<file path="src/rtl/bootrom_arbiter.sv">
`timescale 1ns/1ps
// Two-port (CPU / SPI loader) arbiter and access sequencer for the 16-word boot ROM/scratch block.
// Latency: legal access acks 2 cycles after the accepting IDLE edge, illegal access 1 cycle after.
// Backpressure: requests are held until ack; BOOTARB_ROUND_ROBIN_EN selects round-robin over fixed CPU priority.
module bootrom_arbiter #(
  parameter int ADDR_W = 4,
  parameter int DATA_W = 16
) (
  input  logic              clk,
  input  logic              rst_n,
  input  logic              cpu_req,
  input  logic              cpu_we,
  input  logic [ADDR_W-1:0] cpu_addr,
  input  logic [DATA_W-1:0] cpu_wdata,
  output logic              cpu_ack,
  output logic [DATA_W-1:0] cpu_rdata,
  output logic              cpu_err,
  input  logic              spi_req,
  input  logic              spi_we,
  input  logic [ADDR_W-1:0] spi_addr,
  input  logic [DATA_W-1:0] spi_wdata,
  output logic              spi_ack,
  output logic [DATA_W-1:0] spi_rdata,
  output logic              spi_err,
  output logic              rom_cs,
  output logic              rom_we,
  output logic [ADDR_W-1:0] rom_addr,
  output logic [DATA_W-1:0] rom_din,
  input  logic [DATA_W-1:0] rom_dout,
  output logic              busy
);

  localparam logic [1:0] ST_IDLE     = 2'd0;
  localparam logic [1:0] ST_ACCESS   = 2'd1;
  localparam logic [1:0] ST_RESP     = 2'd2;
  localparam logic [1:0] ST_ERR_RESP = 2'd3;

  logic [1:0]        state;
  logic              lat_we;
  logic              lat_spi;
  logic [ADDR_W-1:0] lat_addr;
  logic [DATA_W-1:0] lat_wdata;
  logic [DATA_W-1:0] cpu_rdata_q;
  logic [DATA_W-1:0] spi_rdata_q;

  logic              any_req;
  logic              grant_spi;
  logic              sel_we;
  logic [ADDR_W-1:0] sel_addr;
  logic [DATA_W-1:0] sel_wdata;
  logic              sel_err;

  function automatic logic wr_legal(input logic [ADDR_W-1:0] a);
    return (a == ADDR_W'(7)) || (a == ADDR_W'(14)) || (a == ADDR_W'(15));
  endfunction

  // Readable: ROM words 0..6, scratch 7/E/F; 8..D and anything above 15 are unmapped.
  function automatic logic rd_legal(input logic [ADDR_W-1:0] a);
    return (a <= ADDR_W'(7)) || (a == ADDR_W'(14)) || (a == ADDR_W'(15));
  endfunction

  assign any_req = cpu_req | spi_req;

`ifdef BOOTARB_ROUND_ROBIN_EN
  logic last_spi;

  // Tie goes to whoever was not served last; starts as "SPI last" so CPU wins the first tie.
  assign grant_spi = spi_req & (~cpu_req | ~last_spi);

  always_ff @(posedge clk) begin
    if (!rst_n)
      last_spi <= 1'b1;
    else if (state == ST_IDLE && any_req)
      last_spi <= grant_spi;
  end
`else
  assign grant_spi = spi_req & ~cpu_req;
`endif

  always_comb begin
    sel_we    = cpu_we;
    sel_addr  = cpu_addr;
    sel_wdata = cpu_wdata;
    if (grant_spi) begin
      sel_we    = spi_we;
      sel_addr  = spi_addr;
      sel_wdata = spi_wdata;
    end
    sel_err = sel_we ? ~wr_legal(sel_addr) : ~rd_legal(sel_addr);
  end

  always_ff @(posedge clk) begin
    if (!rst_n) begin
      state       <= ST_IDLE;
      lat_we      <= 1'b0;
      lat_spi     <= 1'b0;
      lat_addr    <= '0;
      lat_wdata   <= '0;
      cpu_rdata_q <= '0;
      spi_rdata_q <= '0;
    end else begin
      case (state)
        ST_IDLE: begin
          if (any_req) begin
            lat_we    <= sel_we;
            lat_spi   <= grant_spi;
            lat_addr  <= sel_addr;
            lat_wdata <= sel_wdata;
            if (sel_err) begin
              state <= ST_ERR_RESP;
              // Failed reads return zero in the ack cycle; failed writes keep the old read data.
              if (!sel_we) begin
                if (grant_spi)
                  spi_rdata_q <= '0;
                else
                  cpu_rdata_q <= '0;
              end
            end else begin
              state <= ST_ACCESS;
            end
          end
        end
        ST_ACCESS: begin
          if (!lat_we) begin
            if (lat_spi)
              spi_rdata_q <= rom_dout;
            else
              cpu_rdata_q <= rom_dout;
          end
          state <= ST_RESP;
        end
        ST_RESP:     state <= ST_IDLE;
        ST_ERR_RESP: state <= ST_IDLE;
        default:     state <= ST_IDLE;
      endcase
    end
  end

  // Strobes are gated by rst_n so a write caught by reset never reaches the block.
  assign rom_cs    = (state == ST_ACCESS) && rst_n;
  assign rom_we    = rom_cs && lat_we;
  assign rom_addr  = lat_addr;
  assign rom_din   = lat_wdata;

  assign cpu_ack   = ((state == ST_RESP) || (state == ST_ERR_RESP)) && !lat_spi;
  assign spi_ack   = ((state == ST_RESP) || (state == ST_ERR_RESP)) && lat_spi;
  assign cpu_err   = (state == ST_ERR_RESP) && !lat_spi;
  assign spi_err   = (state == ST_ERR_RESP) && lat_spi;
  assign cpu_rdata = cpu_rdata_q;
  assign spi_rdata = spi_rdata_q;
  assign busy      = (state != ST_IDLE);

endmodule

</file>
<file path="config.mk">
export PLATFORM = sky130hd
export DESIGN_NAME = bootrom_arbiter
export DESIGN_NICKNAME = d
export VERILOG_FILES = /design/src/rtl/bootrom_arbiter.sv
export SDC_FILE = /design/constraint.sdc
export NUM_CORES = 1
export LEC_CHECK = 0
export CAP_MARGIN = 40
export CORE_UTILIZATION = 42
export CTS_CLUSTER_SIZE = 16
export DETAILED_ROUTE_END_ITERATION = 7
export PLACE_DENSITY = 0.93
export RECOVER_POWER = 50
export REMOVE_ABC_BUFFERS = 1
export SYNTH_ARGS = -nofsm -noshare
export SYNTH_HDL_FRONTEND = slang
export SYNTH_SLANG_ARGS = --single-unit
</file>
<file path="constraint.sdc">
create_clock -name clk -period 3 [get_ports clk]
set_input_delay 0.6 -clock clk [delete_from_list [all_inputs] [get_ports clk]]
set_output_delay 0.6 -clock clk [all_outputs]
set_load 0.02 [all_outputs]
</file>
**Word level (Yosys, flattened, before mapping)**

Index checks and enable logic that the tools add are counted.

- $lt $le $gt $ge: 1
- Bitwise gates (word level): 5
- Reductions and logical operators: 19
- Equal/unequal tests: 14
- Muxes and demuxes: 21

Operator list:

| cell | number |
|---|---|
| two-way mux 16 bit | 13 |
| case mux 16 bit (2 select lines) | 2 |
| != test 2 bit, second input constant | 8 |
| AND reduction 7 bit | 2 |
| equality test 4 bit, second input constant | 2 |
| logical AND 1 bit | 6 |
| case mux 2 bit (3 select lines) | 1 |
| logical OR 1 bit | 5 |
| equality test 2 bit, second input constant | 2 |
| equality test 4 x 3 -> 1 bit, second input constant | 1 |
| less-or-equal comparator 4 x 3 -> 1 bit, second input constant | 1 |
| two-way mux 2 bit | 2 |
| two-way mux 4 bit | 1 |
| nonzero test 2 bit | 2 |
| NOT 1 bit | 3 |
| equality test 2 x 1 -> 1 bit, second input constant | 1 |
| logical NOT 2 bit | 1 |
| two-way mux 1 bit | 2 |
| AND reduction 2 bit | 1 |
| OR reduction 2 bit | 1 |
| bitwise AND 1 bit | 1 |
| logical NOT 1 bit | 1 |
| bitwise OR 1 bit | 1 |

- Logic and storage cells: 67
- Register bits after elaboration: 56
- Bits of input ports: 62
- Output and inout bits: 59

**Longest topological paths before layout**

- Depth after elaboration: 11
- Gate-level depth with buffers: 6
- Mapped depth without buffers: 4

**Worst setup path before layout**

No wires, ideal clock.

- Path type: input-to-output
- Start point: in rst_n
- End point: out rom_we
- Arrival: 1.480 ns
- Path buffers: 1
- Required time: 2.400 ns
- Setup slack: 0.920 ns
- Cell stages on the path: 4
- Cell sequence: inv_2 > nor2_1 > buf_2 > and2_1

- Longest elaborated chain between the ends: 2

Ends and longest elaborated chain:

| element | line | RTL |
|---|---|---|
| from (decl) | 10 | `input logic rst_n,` |
| logical AND 1 bit | 140 | `assign rom_cs = (state == ST_ACCESS) && rst_n;` |
| named net rom_cs | 25 | `output logic rom_cs,` |
| logical AND 1 bit | 141 | `assign rom_we = rom_cs && lat_we;` |
| to (decl) | 26 | `output logic rom_we,` |

The timed path passes the listed nets, and every way through them passes these cells.

**Worst setup path in the final report**

- Start point: in rst_n
- End point: out rom_we

- Longest elaborated chain between the ends: 2

Ends and longest elaborated chain:

| element | line |
|---|---|
| logical AND 1 bit | 140 |
| logical AND 1 bit | 141 |

Every way passes these cells.

==> summary.md <==
| Metric | Value |
|---|---|
| Worst hold path class | reg -> reg |
| Register area share after synthesis | 49.15% |
| Synthesized cell area | 2281 um2 |
| Site row count | 26 |
| Proportion of netlist area held by the largest area contributor | 49.15% |
| Unrepaired setup endpoints after global routing | no |
| Crit-path cells | dlygate4sd3_1 > inv_2 > nor2_2 > and2_1 > clkdlybuf4s50_1 |
| Cell area after placement | 3507 um2 |
| DR WL/cell | 15.87 um |
| Initial Util | 44.10% |
| IO Count | 121 |
| Antenna viol nets, final | 0 |
| Total of warnings raised by yosys | 0 |
| CTS max path bufs | 2 |
| Via density | 5.446 |
| Pin count of the biggest net entering global routing | 43 |
| Worst-path cell with the longest stage delay | clkdlybuf4s50_1 |
| Signal arrival time at the worst endpoint | 2.19 ns |
| Static leakage power | approximately 1.5 nW |
| Diode count | 0 |
| Reg2reg start | state[1] |
| Number of maximum-capacitance constraint violations | 0 |
| Clock skew after layout | 0.008523 ns |
| Pre-antenna DRT Iters | 4 |
| Count of flip-flops with a built-in enable after synthesis | 0 |
| Top-count cell post-synth | dfxtp_1 |
| Crit Path Max Fanout | 4 |
| Number of synthesized register bits | 56 |
| Area of the core region | between 5000 and 6000 um2 |
| Source of the worst hold timing path | cpu_rdata[6] |
| Routability congestion estimate | 0.7551 |
| Cell area after layout | 3612 um2 |
| Hold Path Stages | 1 |
| DP Wirelength | 4.793 mm |
| Share of synthesized flip-flops with an asynchronous set or reset | 0% |
| Number of hold buffers added after CTS | 0 |
| Resized cells post-CTS | 0 |
| Detailed router's first-iteration violation count | 55 |
| CTS clk-pin slew, worst paths | 0.10 ns |
| Final hold violations | 0 |
| Reg2reg setup slack | 1.09 ns |
| CTS Buf Count | 5 |
| Min cycle time layout | 2.795 ns |
| Delay of the slowest cell on the worst path | 0.61 ns |
| FF-to-FF path depth | 5 |
| H-tree levels | 2 |
| Leading cell types by total area after synthesis | dfxtp_1 49%, a32o_2 10%, a311oi_1 7.7% |
| Filler Cell Count | approximately 400 |
| Outcome | completed |
| Required time worst endpoint | about 2.4 ns |
| Fmax | roughly 360 MHz |
| Clock net sink count | 56 |
| Total DRC errors in the routed layout | 0 |
| Flip-flop cell with the highest count after synthesis | dfxtp_1 |
| Total power per unit cell area | between 500 and 600 nW/um2 |
| P&R area growth vs syn | 58.37% |
| CTS tree | built |
| Slew Limit Fails | 0 |
| Crit Path Class | in -> out |
| Gr ovfl total | 0 |
| Endpoints failing setup | 0 |
| Non-filler cells in the finished layout | 413 |
| Library cell occupying the most area in the post-synthesis netlist | dfxtp_1 |
| Tot GR Track Use | 22.26% |
| Synth Instances | 227 |
| # placed instances | 405 |
| Slew at the pin closest to its max-slew limit | 1.273 ns |
| Antenna violations before repair | 0 |
| PortBufs | 120 |
| Ratio of cells with drive above 1 in the final layout | 12.83% |
| Worst r2r dst | rom_din[9] |
| Worst ir drop on vdd | 0.2619 mV |
| Global-route wire length before repair | 9.611 mm |
| Nature of the critical path endpoint | output port |
| Height of the chip | roughly 76 um |
| Root buf cell | clkbuf_8 |
| Via count | approximately 2,200 |
| Post-CTS setup repair buffer count | 0 |
| Clock insertion delay at the later pin of the skew report | around 0.31 ns |
| Total wire length | 6.554 mm |
| GR Layer Usage met1 | a little over a quarter |
| Syn Area/Cell | 10.05 um2 |
| Startpoint type of the worst setup path | primary input |
| Number of buffers and inverters on the critical path | 3 |
| Post-synth cell types | 29 |
| Portion of the clock cycle consumed by the worst path in the final layout | between 90% and 100% |
| Sink of the worst hold path | cpu_rdata[6] |
| GR peak layer | met2 |
| Rel. slew slack | 15.14% |
| Die area | ~5700 um2 |
| Synth top cells by count | 56 x dfxtp_1, 42 x nand2_1, 25 x nor2_1 |
| Total Nets Final | about 400 |
| Via count of the first global-routing pass | 2,069 |
| Horizontal extent of the die | 75.70 um |
| Met3 layer usage reported by global route | 3.704% |
| Critical path's top delay family | buffers and inverters |
| Met2 track utilization from global routing | 38.19% |
==> kinds of logic after synthesis <==
group	after synthesis	synth area share, %
AO/OA/AOI/OAI	67	29.90
flip-flops	56	49.15
buffers and inverters	24	6.144
AND/OR/NAND/NOR	80	14.81
==> area by class of cell <==
cell class / count / area [um2] / share of cell area [%]
Timing Repair Buffer: 128 / 1255 / 34.74
Sequential cell: 56 / 1121 / 31.04
Multi-Input combinational cell: 147 / 1022 / 28.30
Tap cell: 70 / 87.58 / 2.425
Clock buffer: 6 / 72.57 / 2.009
Clock inverter: 2 / 38.79 / 1.074
Inverter: 4 / 15.01 / 0.4157
==> power by group <==
group	switching, mW	leakage (nW)	internal [mW]	total [mW]
clock network	0.243	0.0558	0.253	0.496
logic	0.251	1.03	0.227	0.478
registers	0.0347	0.458	0.802	0.837
==> placed cells by master, fill, tap and decap left out, drive strengths merged <==
| cell type | instances |
|---|---|
| clkdlybuf4s50 | 78 |
| dfxtp | 56 |
| nand2 | 42 |
| dlygate4sd3 | 42 |
| a32o | 33 |
| nor2 | 25 |
| a311oi | 22 |
| clkbuf | 8 |
| buf | 6 |
| inv | 5 |
| a21oi | 4 |
| and2 | 3 |
| nand2b | 3 |
| or2 | 3 |
| o32ai | 2 |
| o211ai | 2 |
| nor2b | 2 |
| nor3 | 1 |
| o21a | 1 |
| o22ai | 1 |
| o21ai | 1 |
| a211oi | 1 |
| nor3b | 1 |
| bufinv | 1 |
==> registers in the layout, summed over array words and instances, names as in the netlist <==
name	flops
state	2
lat_spi	1
lat_we	1
spi_rdata	16
rom_din	16
rom_addr	4
cpu_rdata	16
==> stage by stage <==
step | worst slack (ns) | util, % | TNS (ns) | total power, mW | hold slack (ns)
finish | 0.2053 | 69.84 | 0 | 1.810 | 0.4696
global route | 0.1195 | 69.84 | 0 | 1.900 | 0.4932
CTS | 0.2645 | 69.96 | 0 | 1.843 | 0.4780
detailed placement | 0.2988 | 67.80 | 0 | 1.350 | 0.4536
global placement | 0.3163 | 67.80 | 0 | 1.338 | 0.4459
floorplan | -0.003887 | - | -0.003887 | 1.088 | 0.5204
==> worst reg2reg max path, cell delays in order, from the launching register on <==
cell and delay (ns):
dfxtp_1 0.38, nor2_1 0.27, o21a_1 0.16, clkbuf_2 0.59, nor2_1 0.12, a311oi_1 0.28
==> per-layer routing <==
layer  up-vias  routed length [um]
met4         0                 270
met2        82                3362
met5         -                   0
met3        24                 232
met1      1058                2689
li1       1085                   -
==> worst max-delay path by stage <==
stage	from	cells past startpoint	end
3_3_place_gp	rst_n	5	rom_we
5_1_grt	rst_n	5	rom_we
6_report	rst_n	5	rom_we
4_1_cts	rst_n	5	rom_we
2_1_floorplan	rst_n	3	rom_we
3_5_place_dp	rst_n	5	rom_we
Power figures use the tool's default switching activity.
